`config.mk`:
```
export PLATFORM = sky130hd
export DESIGN_NAME = stream_demux
export DESIGN_NICKNAME = d
export VERILOG_FILES = /design/src/rtl/stream_demux_pkg.sv /design/src/rtl/demux_slot.sv /design/src/rtl/stream_demux.sv
export SDC_FILE = /design/constraint.sdc
export NUM_CORES = 1
export LEC_CHECK = 0
export ABC_AREA = 0
export ABC_CLOCK_PERIOD_IN_PS = 6000
export CAP_MARGIN = 0
export CELL_PAD_IN_SITES_DETAIL_PLACEMENT = 2
export CELL_PAD_IN_SITES_GLOBAL_PLACEMENT = 2
export CORE_UTILIZATION = 25
export CTS_BUF_LIST = sky130_fd_sc_hd__clkbuf_8
export CTS_CLUSTER_DIAMETER = 60
export DETAILED_ROUTE_END_ITERATION = 12
export GPL_ROUTABILITY_DRIVEN = 0
export PLACE_DENSITY = 0.65
export SLEW_MARGIN = 0
export SYNTH_ARGS = -nofsm -noshare
export SYNTH_HDL_FRONTEND = slang
export SYNTH_SLANG_ARGS = --single-unit
export TNS_END_PERCENT = 30
```
`constraint.sdc`:
```
create_clock -name clk -period 6 [get_ports clk]
set_input_delay 0.6 -clock clk [delete_from_list [all_inputs] [get_ports clk]]
set_output_delay 0.6 -clock clk [all_outputs]
set_load 0.05 [all_outputs]
```
`src/rtl/stream_demux_pkg.sv`:
```
// Shared constants and helpers for the registered 1-to-N stream demultiplexer.
// Latency: n/a (package only).
// Backpressure: n/a (package only).
package stream_demux_pkg;

    // Width of the saturating discarded-word counter.
    localparam int DROP_CNT_W = 16;

    // Default instance geometry.
    localparam int DEFAULT_WIDTH = 8;
    localparam int DEFAULT_N     = 8;

    // Saturation ceiling of the drop counter.
    localparam logic [DROP_CNT_W-1:0] DROP_CNT_MAX = '1;

    // True when a select value addresses an existing channel. Only false
    // when N is not a power of two and the select lands in the unused codes.
    function automatic logic sel_in_range(input int unsigned sel, input int unsigned n);
        return (sel < n);
    endfunction

endpackage

```
`src/rtl/demux_slot.sv`:
```
// Single-entry output buffer for one demux channel (valid + data register).
// Latency: a load at edge k is visible on out_valid/out_data in cycle k+1.
// Backpressure: free = !out_valid || out_ready, so a load may coincide with a drain.
module demux_slot
    import stream_demux_pkg::*;
#(
    parameter int WIDTH = DEFAULT_WIDTH
) (
    input  logic             clk,
    input  logic             rst_n,
    input  logic             load,
    input  logic [WIDTH-1:0] data_in,
    input  logic             out_ready,
    output logic             out_valid,
    output logic [WIDTH-1:0] out_data,
    output logic             free
);

    // The slot accepts a new word whenever it is empty or is being emptied
    // this cycle; depends only on the local valid and downstream ready.
    assign free = !out_valid || out_ready;

    // Load wins over drain so back-to-back words stream at one per cycle;
    // data is only written on load, so the last word stays visible afterwards.
    always_ff @(posedge clk or negedge rst_n) begin
        if (!rst_n) begin
            out_valid <= 1'b0;
            out_data  <= '0;
        end else if (load) begin
            out_valid <= 1'b1;
            out_data  <= data_in;
        end else if (out_ready) begin
            out_valid <= 1'b0;
        end
    end

endmodule

```
`src/rtl/stream_demux.sv`:
```
// Registered 1-to-N stream demux (unicast by in_sel or broadcast) with a one-word buffer per channel.
// Latency: word accepted at edge k appears on its channel(s) in cycle k+1; drop_pulse likewise.
// Backpressure: in_ready is combinational from en/in_sel/in_bcast and slot free flags; broadcast is all-or-nothing.
module stream_demux
    import stream_demux_pkg::*;
#(
    parameter int WIDTH = DEFAULT_WIDTH,
    parameter int N     = DEFAULT_N,
    // Derived from N; leave at its default.
    parameter int SEL_W = $clog2(N)
) (
    input  logic                  clk,
    input  logic                  rst_n,
    input  logic                  en,
    input  logic                  in_valid,
    output logic                  in_ready,
    input  logic [WIDTH-1:0]      in_data,
    input  logic [SEL_W-1:0]      in_sel,
    input  logic                  in_bcast,
    output logic [N-1:0]          out_valid,
    input  logic [N-1:0]          out_ready,
    output logic [N*WIDTH-1:0]    out_data,
    output logic                  drop_pulse,
    output logic [DROP_CNT_W-1:0] drop_count
);

    // Every code of in_sel gets a free flag; codes past N-1 read as free so
    // an out-of-range word is never stalled, it is simply discarded.
    localparam int SEL_SPAN = 1 << SEL_W;

    logic [N-1:0]        slot_free;
    logic [N-1:0]        load_vec;
    logic [SEL_SPAN-1:0] free_span;
    logic                sel_ok;
    logic                all_free;
    logic                accept;
    logic                drop;

    // Pad the per-channel free flags out to the full select code space.
    always_comb begin
        free_span          = '1;
        free_span[N-1:0]   = slot_free;
    end

    assign sel_ok   = sel_in_range(32'(in_sel), 32'(N));
    assign all_free = &slot_free;

    // Ready decode: held low in reset and when disabled; broadcast needs every
    // slot free, unicast needs only its target (or nothing when out of range).
    always_comb begin
        in_ready = 1'b0;
        if (rst_n && en) begin
            if (in_bcast) begin
                in_ready = all_free;
            end else begin
                in_ready = !sel_ok || free_span[in_sel];
            end
        end
    end

    assign accept = in_valid && in_ready;
    assign drop   = accept && !in_bcast && !sel_ok;

    // Load-enable vector: all slots on broadcast, one-hot on unicast in range.
    always_comb begin
        load_vec = '0;
        if (accept) begin
            if (in_bcast) begin
                load_vec = '1;
            end else if (sel_ok) begin
                for (int i = 0; i < N; i++) begin
                    if (in_sel == SEL_W'(i)) begin
                        load_vec[i] = 1'b1;
                    end
                end
            end
        end
    end

    // Drop pulse for the cycle after a discard, and a saturating tally of discards.
    always_ff @(posedge clk or negedge rst_n) begin
        if (!rst_n) begin
            drop_pulse <= 1'b0;
            drop_count <= '0;
        end else begin
            drop_pulse <= drop;
            if (drop && (drop_count != DROP_CNT_MAX)) begin
                drop_count <= drop_count + 1'b1;
            end
        end
    end

    // One buffer slot per output channel.
    for (genvar g = 0; g < N; g++) begin : g_slot
        demux_slot #(
            .WIDTH (WIDTH)
        ) u_slot (
            .clk       (clk),
            .rst_n     (rst_n),
            .load      (load_vec[g]),
            .data_in   (in_data),
            .out_ready (out_ready[g]),
            .out_valid (out_valid[g]),
            .out_data  (out_data[g*WIDTH +: WIDTH]),
            .free      (slot_free[g])
        );
    end

endmodule

```
== Yosys cells after proc, flatten, opt, wreduce, memory -nomap -nowiden ==
Cells that the tools add are included.
Widths: inputs -> output; s select.
Storage, ports and cells
  word-level logic and storage cells: 82
  register bits: 72
Cells by class
  equal/unequal tests: 7
  reduce and logical (&&, ||, !) cells: 28
  order comparisons: 1
  muxes and demuxes: 30
Operator list (count)
  $mux 1: 27
  $mux 8: 2
  $reduce_bool 2->1: 8
  $eq 3x3->1 const B: 4
  $logic_not 1->1: 8
  $logic_or 1x1->1: 8
  $reduce_and 8->1: 1
  $eq 3x2->1 const B: 2
  $lt 3x4->1 const B: 1
  $bmux 1 s3: 1
  $eq 3x1->1 const B: 1
  $logic_not 3->1: 1
  $logic_and 1x1->1: 2

== Depth between registers and ports, before layout ==
  depth after elaboration: 9
  mapped depth: 6

== Modules after synthesis ==
Synthesis repeated with hierarchy kept, for this count alone.
Unflattened totals
  cell total of the unflattened synthesis: 220
  area total of the unflattened synthesis: 3432.0 um^2
Modules (own cells, without submodules)
  demux_slot: cells each 20, instances 8, sequential area each 225.2 um^2, area an instance 369.1 um^2
  stream_demux: cells each 60, instances 1, sequential area each 0.0 um^2, area an instance 479.2 um^2

== Least setup slack after synthesis ==
OpenSTA, ideal clock, no wires.
  path kind: input -> output
  start: input port out_ready[6]
  end: output port in_ready
  arrival time: 2.072 ns
  cell stages on the path: 5
  setup slack: 3.328 ns
  cell sequence: nor2b_1 -> mux4_2 -> or4b_4 -> buf_6 -> nand2_1
Between the ends
  word-level cells in the longest chain between the ends: 5
Ends and longest elaborated chain
  start: declaration: line stream_demux.sv:21  | input logic [N-1:0] out_ready,
  $logic_or 1x1->1 (*): line demux_slot.sv:21  | assign free = !out_valid || out_ready;
  $bmux 1 s3: line stream_demux.sv:56  | in_ready = !sel_ok || free_span[in_sel];
  $mux 1 (not written as such): line stream_demux.sv:56
  $mux 1 (*): line stream_demux.sv:53  | if (in_bcast) begin
  $mux 1 (*): line stream_demux.sv:52  | if (rst_n && en) begin
  end: declaration: line stream_demux.sv:16  | output logic in_ready,
Every way passes the cells marked *; elsewhere a longest branch is shown, timed or not. The select of a mux whose other input is x is not followed.

== Worst setup path in the final report ==
  start: input port out_ready[1]
  end: output port in_ready
Same word-level chain as after synthesis.

==> results_dict.tcl <==
set metrics [dict create \
    relSlewSlack 0.368 \
    die_area_um2 13600 \
    fin_setup_tns_ns 0 \
    htree_levels 3 \
    synth_cells 236 \
    synth_top_cell_area_share 0.547 \
    synth_area_leaders "dfrtp_1 (55%), mux2_2 (18%), buf_4 (5.7%)" \
    power_frac_comb 0.513 \
    placed_cells 488 \
    synth_edf_count 0 \
    clk_path_buf_depth 2 \
    drt-vias-per-instance 4.36 \
    overflow 0 \
    placed_cell_area_um2 4300 \
    preCtsSetupSlack_ns 1.89 \
    worst_slack_ns 1.90 \
    die_w_um 117 \
    syn_area_um2 3290 \
    crit_family "simple AND/OR/NAND/NOR gates" \
    cts_resized 0 \
    fin_skew_ns 0.00771 \
    yosysWarnings 0 \
    crit_arrival_ns 3.50 \
    cts_tree "yes" \
    synthArstFlopShare 1.00 \
    fin_nets 351 \
    period_share 0.683 \
    hpwl_um 6130 \
    seqPwrFrac 0.331 \
    synth_top_cell_by_area "dfrtp_1" \
    drive_above_1_share 0.292 \
    core_area_um2 12700 \
    wl_um 9240 \
    ys_types 34 \
    yosysMostFrequentCell "dfrtp_1" \
    final.fill_count 1360 \
    switchingPower_mw 0.975 \
    cts_buffers 9 \
    holdBufCountCts 0 \
    initial_core_util 0.259 \
    post-route-util 0.351 \
    cp.required_ns 5.40 \
    wl_per_cell_um 18.4 \
    power_density_nw_per_um2 484 \
    ir_drop_v 0.000177 \
    cp_cell_sequence "clkdlybuf4s50_1, nor2b_1, nor4_1, nand4_1, and2_1, nand2_1, clkdlybuf4s50_1" \
    grt.total_usage 0.146 \
    end_kind "output port" \
    num_rows 41 \
    drtIter0Drc 66 \
    port_buffers 96 \
    diodes 0 \
    slowest_stage "clkdlybuf4s50_1" \
    power_mw 2.16 \
    finalNonFillerCells 501 \
    critPathLaunchType "input pin" \
    clk_pin_slew_worst_paths_ns 0.07 \
    timing.hold.ws_ns 0.449 \
    cp_max_fo 9 \
    max-cap-violations 0 \
    hold_violations 0 \
    die_h_um 117 \
    antenna_found_initial 0 \
    synth.avg_cell_area_um2 14.0 \
    p_sw_frac 0.451 \
    grt_max_degree 73 \
    hp-class "in2async" \
    pin_count 114 \
    outcome "complete, no violations" \
    fmax_ghz 0.244 \
    grt_pass1_wl_um 14000 \
    postLayoutCellArea_um2 4460 \
    syn_to_final_growth_pct 35.5 \
    ant_nets 0 \
    worst_pin_slew_ns 0.948 \
    cp_slowest_stage_delay_ns 0.80 \
    path_buf_inv 2 \
    critPathKind "in2out" \
    ys.flop_type "dfrtp_1" \
    critical_path.most_common_cell "clkdlybuf4s50_1" \
    post_cts_buffers 0 \
    yosys-top-cells-count "dfrtp_1 (72), mux2_2 (53), buf_4 (25)" \
    drc 0 \
    clkPwrFrac 0.157 \
    ys_ff_latch 72 \
    fin_crit_ns 4.10 \
    num_vias 2186 \
    drv_slew 0 \
    internal-power_mw 1.18 \
    clkSinkCount 72 \
    clock-root-buffer "clkbuf_8" \
    setup-violations-final 0 \
    grt_pass1_vias 2429 \
    rsz0062_at_grt "no" \
    power_leakage_nw 1.84 \
    insertion_delay_ns 0.36 \
    drt_pass1_iterations 4 \
    ys_seq_area_frac 0.547 \
]
-- layout by cell type, fill, tap and decap left out, types with 2 or more instances in the layout --
| cell type | synthesis | routed |
|---|---|---|
| a21oi_2 | 4 | 4 |
| a31oi_4 | 4 | 4 |
| and3b_1 | 2 | 2 |
| buf_4 | 25 | 2 |
| clkbuf_8 | 0 | 11 |
| clkdlybuf4s50_1 | 0 | 95 |
| conb_1 | 1 | 17 |
| dfrtp_1 | 72 | 72 |
| inv_1 | 3 | 4 |
| mux2_2 | 53 | 53 |
| mux2_4 | 8 | 8 |
| nand2_1 | 7 | 7 |
| nand4_1 | 4 | 4 |
| nor2b_1 | 4 | 4 |
| nor2b_4 | 3 | 3 |
| nor3_1 | 2 | 2 |
| nor3b_1 | 4 | 4 |
| nor4_1 | 2 | 2 |
| o21ai_0 | 7 | 7 |
| o21bai_1 | 2 | 2 |
| o221ai_1 | 3 | 3 |
| or2_2 | 7 | 7 |
-- cells by family after synthesis --
family	share of synthesized area
AOI/OAI and AO/OA	0.0695
and+or+nand+nor	0.0839
buffers and inverters	0.0741
DFF	0.547
other	0.00114
muxes	0.224
-- power groups by stage --
stage	registers (mW)	logic, mW	clock network, mW
global route	0.735	1.15	0.375
floorplan	1.23	0.224	0
finish	0.714	1.11	0.339
detailed placement	0.725	1.11	0
CTS	0.718	1.12	0.362
global placement	0.718	1.11	0
-- per-layer routing --
| layer | part of all wire | up-vias | wire length, um | track usage |
|---|---|---|---|---|
| li1 | - | 972 | - | - |
| met1 | 0.42 | 1121 | 3900 | 0.178 |
| met2 | 0.47 | 73 | 4350 | 0.224 |
| met3 | 0.076 | 20 | 701 | 0.0577 |
| met4 | 0.031 | 0 | 282 | 0.0768 |
| met5 | 0 | - | 0 | 0 |
-- final cells by class --
class	count	area, um^2	share of cell area
Inverter	3	11.3	0.00252
Multi-Input combinational cell	144	1310	0.293
Clock buffer	11	151	0.0339
Tap cell	172	215	0.0482
Clock inverter	2	8.76	0.00196
Sequential cell	72	1800	0.404
Timing Repair Buffer	97	966	0.216
-- worst register-to-register path: stages, from the launching register on --
cell     delay, ns
dfrtp_1       0.38
nor2b_1       0.17
nor4_1        0.33
nand4_1       0.66
a21oi_2       0.94
mux2_2        0.41
-- sequential cells by signal (all words and copies together) (netlist names) --
| register | count |
|---|---|
| g_slot.u_slot.out_data | 64 |
| g_slot.u_slot.out_valid | 8 |
-- final timing paths --
check | startpoint | to | slack [ns] | depth (start not counted)
setup reg to reg | g_slot[2].u_slot.out_valid | g_slot[2].u_slot.out_data[6] | 3.01 | 5
hold reg to reg | g_slot[6].u_slot.out_data[5] | g_slot[6].u_slot.out_data[5] | 0.51 | 1
max in group asynchronous | rst_n | g_slot[4].u_slot.out_data[7] | 4.90 | 2
hold / removal | rst_n | g_slot[0].u_slot.out_valid | 0.45 | 2
min in group clk | g_slot[6].u_slot.out_data[5] | g_slot[6].u_slot.out_data[5] | 0.51 | 1
setup / recovery | out_ready[1] | in_ready | 1.90 | 7
Power figures use the tool's default switching activity.
